$ cat src/rtl/data_sync_controller.sv
// data_sync_controller: toggle req/ack CDC receiver that captures a quasi-static bus and offers it valid/ready
// bus_synchronizer ports: clk, reset (async active-low), d (async in), q (synchronized out)
// data_sync_controller ports: clk, reset (async active-low), unsync_bus/req_toggle (source side),
//   sync_bus/sync_valid/dest_ready (consumer side), ack_toggle (back to source), overrun/overrun_clear
module bus_synchronizer #(
  parameter int STAGE_COUNT = 2,
  parameter int BUS_WIDTH = 1
) (
  input  logic                 clk,
  input  logic                 reset,
  input  logic [BUS_WIDTH-1:0] d,
  output logic [BUS_WIDTH-1:0] q
);
  logic [BUS_WIDTH-1:0] stage_q [STAGE_COUNT];
  logic [BUS_WIDTH-1:0] stage_d [STAGE_COUNT];
  always_comb begin
    stage_d[0] = d;
    for (int i = 1; i < STAGE_COUNT; i++) stage_d[i] = stage_q[i-1];
  end
  always_ff @(posedge clk or negedge reset)
    if (!reset) for (int i = 0; i < STAGE_COUNT; i++) stage_q[i] <= '0;
    else for (int i = 0; i < STAGE_COUNT; i++) stage_q[i] <= stage_d[i];
  assign q = stage_q[STAGE_COUNT-1];
endmodule

module data_sync_controller #(
  parameter int STAGE_COUNT = 2,
  parameter int BUS_WIDTH = 8
) (
  input  logic                 clk,
  input  logic                 reset,
  input  logic [BUS_WIDTH-1:0] unsync_bus,
  input  logic                 req_toggle,
  output logic [BUS_WIDTH-1:0] sync_bus,
  output logic                 sync_valid,
  input  logic                 dest_ready,
  output logic                 ack_toggle,
  output logic                 overrun,
  input  logic                 overrun_clear
);
  typedef enum logic {IDLE, HOLD} state_t;
  state_t state_q, state_d;
  logic req_sync, req_prev_q, req_pulse, capture, consume;
  logic [BUS_WIDTH-1:0] sync_bus_q, sync_bus_d;
  logic sync_valid_q, sync_valid_d, ack_q, ack_d, overrun_q, overrun_d;
  bus_synchronizer #(.STAGE_COUNT(STAGE_COUNT), .BUS_WIDTH(1)) u_req_sync (
    .clk(clk), .reset(reset), .d(req_toggle), .q(req_sync)
  );
  assign req_pulse = req_sync ^ req_prev_q;
  // A pulse in HOLD is a protocol violation: the new word is dropped, never deferred.
  always_comb begin
    capture = (state_q == IDLE) && req_pulse;
    consume = (state_q == HOLD) && dest_ready;
    state_d = capture ? HOLD : consume ? IDLE : state_q;
    sync_bus_d = capture ? unsync_bus : sync_bus_q;
    sync_valid_d = (state_d == HOLD);
    ack_d = ack_q ^ consume;
    overrun_d = ((state_q == HOLD) && req_pulse) || (overrun_q && !overrun_clear);
  end
  always_ff @(posedge clk or negedge reset)
    if (!reset) begin
      state_q <= IDLE;
      req_prev_q <= 1'b0;
      sync_bus_q <= '0;
      sync_valid_q <= 1'b0;
      ack_q <= 1'b0;
      overrun_q <= 1'b0;
    end else begin
      state_q <= state_d;
      req_prev_q <= req_sync;
      sync_bus_q <= sync_bus_d;
      sync_valid_q <= sync_valid_d;
      ack_q <= ack_d;
      overrun_q <= overrun_d;
    end
  assign sync_bus = sync_bus_q;
  assign sync_valid = sync_valid_q;
  assign ack_toggle = ack_q;
  assign overrun = overrun_q;
endmodule

$ cat config.mk
export PLATFORM = sky130hd
export DESIGN_NAME = data_sync_controller
export DESIGN_NICKNAME = d
export VERILOG_FILES = /design/src/rtl/data_sync_controller.sv
export SDC_FILE = /design/constraint.sdc
export NUM_CORES = 1
export LEC_CHECK = 0
export ABC_AREA = 1
export BUFFER_PORTS_ARGS = -buffer_cell sky130_fd_sc_hd__buf_2
export CORE_AREA = 4 4 41 43
export CTS_BUF_LIST = sky130_fd_sc_hd__clkbuf_8
export DETAILED_ROUTE_END_ITERATION = 7
export DIE_AREA = 0 0 45 47
export GPL_ROUTABILITY_DRIVEN = 0
export GPL_TIMING_DRIVEN = 0
export MAX_ROUTING_LAYER = met4
export PLACE_DENSITY = 0.79
export SYNTH_ARGS = -nofsm -noshare
export SYNTH_HDL_FRONTEND = slang
export SYNTH_SLANG_ARGS = --single-unit
export TNS_END_PERCENT = 100
$ cat constraint.sdc
create_clock -name clk -period 1.5 [get_ports clk]
set_clock_uncertainty 0.2 [all_clocks]
set_input_delay 0.075 -clock clk [delete_from_list [all_inputs] [get_ports clk]]
set_output_delay 0.075 -clock clk [all_outputs]
set_load 0.01 [all_outputs]
==> qor.csv <==
metric,value,unit
drtIter0Drc,4,
critPathCapture,sync_bus[2]$_DFFE_PN0P_,
clkPwrFrac,29.5,%
met1Wirelength,518,um
mostFrequentLayoutCells,"buf_2, nand2_1, dfrtp_1",
tightest_slew,297,ps
yosysSeqAreaShare,65.1,%
netlist_area,538,um^2
fp.coreArea,1300,um^2
fin_nets,103,
setup.worst_path.start,u_req_sync.q$_DFF_PN0_,
final_common_cell,buf_2,
arrival,1140,ps
max_cap_viol_count,0,
slew_headroom,80.2,%
cts_tree,yes,
fin_crit_sh,81.2,%
timing.rr.end,sync_bus[2]$_DFFE_PN0P_,
die_h,47,um
clk_latency,240,ps
final_antenna_net_count,0,
rsz0062_at_grt,false,
drive_gt1_share,34.8,%
numCtsBuffers,3,
hpwlAfterDp,809,um
grt-ovfl-total,0,
fmax,821,MHz
die_area,2120,um^2
finalSetupTns,0,ps
portBuffers,23,
hold_violations,0,
grt_pass1_wl,2290,um
synth_cell_type_count,11,
drtPass1Iterations,2,
cts_max_path_buffers,2,
start_kind,flop,
regToRegSetupSlack,280,ps
syn2layout_area_growth,57.4,%
wl_per_cell,12.7,um
route.met3.wl,87,um
postPlaceCellArea,672,um^2
die_x,45,um
hold_class,input pin to asynchronous set/reset pin,
routed-wl-met2,673,um
cts_max_level,1,
post-route-util,65.1,%
slew_viol_final,0,
clkTransAtPathRegs,60,ps
reg2reg_from,u_req_sync.q$_DFF_PN0_,
power.density,1410,nW/um^2
pwr-share-comb,26.7,%
ios,24,
switching_share,29.5,%
grt_use_total,15.7,%
r2r_cells,4,
netSwitchingPower,354,uW
ir_drop,0.781,mV
ys_ff_latch,14,
p_leak,0.000453,uW
status,completed,
top_layer_used,met4,
crit_type,flop to flop,
root_buffer,clkbuf_8,
worstPathMaxFanout,10,
cp.required,1420,ps
first_global_vias,544,
start_util,41.3,%
vias_per_cell,4.85,
routed_wirelength,1320,um
vias,504,
seq_power_share,43.8,%
avgSynthCellArea,10.8,um^2
clock_sinks,14,
rows,13,
antenna_found_initial,0,
route.detailed.drc,0,
report.power.total,1200,uW
syn-num-nets,63,
num_antenna_cells,0,
fin_crit,1220,ps
finish.instance_area,847,um^2
grt_max_degree,15,
cts.repair.resized,0,
critPathCaptureType,flop,
p_int,844,uW
yosysWarnings,0,
finalSetupViolCount,0,
synthCells,50,
[critical path: stages (launching register included)]
cell     delay [ps]
dfrtp_1         400
nand2_2         210
nand3_4         150
nand2_1          90
nand2_1          60
[logic make-up (layout without fill, tap and decap cells)]
family / Yosys count / count (layout) / synth area share (%)
AOI/OAI and AO/OA: 2 / 2 / 1.86
and+or+nand+nor: 29 / 29 / 28.6
DFF: 14 / 14 / 65.1
xor gates and xnor gates: 1 / 1 / 1.63
buffers and inverters: 4 / 43 / 2.79
[state kept, by name (all words and copies together), names as in the netlist]
register,cells
ack_toggle,1
overrun,1
req_prev_q,1
state_q,1
sync_bus,8
u_req_sync.q,1
u_req_sync.stage_d,1
[power groups by stage]
stage	Clock [uW]	Combinational [uW]	Sequential [uW]
after detailed placement	0	294	528
final	354	320	524
after global routing	372	361	538
after floorplan	0	113	570
after global placement	0	286	525
after CTS	359	319	524
[Yosys cell counts]
cell type  instances  area (um^2)
nand2_1           17         63.8
dfrtp_1           14          350
nand4_1            8         50.1
inv_1              3         11.3
o21ai_0            2         10.0
inv_2              1         3.75
nand2_2            1         6.26
nand2_4            1         11.3
nand3_1            1         5.00
nand3_4            1         17.5
xnor2_1            1         8.76
[cell type report]
cell class	instances	area, um^2
Fill cell	108	454
Sequential cell	14	350
Timing Repair Buffer	35	235
Multi-Input combinational cell	32	173
Clock buffer	4	55.1
Tap cell	15	18.8
Inverter	4	15.0
[how the worst min path moves through the flow]
stage               start                               to  slack, ps
global placement    reset  u_req_sync.stage_d[0]$_DFF_PN0_       -220
CTS                 reset              state_q$_DFFE_PN0P_         60
floorplan           reset             ack_toggle$_DFF_PN0_       -420
finish              reset  u_req_sync.stage_d[0]$_DFF_PN0_         50
detailed placement  reset           u_req_sync.q$_DFF_PN0_       -220
global route        reset  u_req_sync.stage_d[0]$_DFF_PN0_         90
[through the flow]
step	hold WS, ps	worst slack (ps)	cells
finish	52.8	282	104
global route	91.9	170	104
CTS	62.6	294	104
detailed placement	-218	303	88
global placement	-222	334	88
floorplan	-421	389	50
[metal layers]
metal / global-route usage [%] / vias to the layer above
met4: 7.02 / 0
met3: 3.83 / 4
met5: - / -
met1: 18.0 / 234
met2: 26.0 / 21
li1: - / 245
[timing repair]
item                                   CTS  global route
setup buffers                            0             0
hold buffers                            12             0
endpoints found under the hold margin   26             0
(Power assumes the default switching activity.)
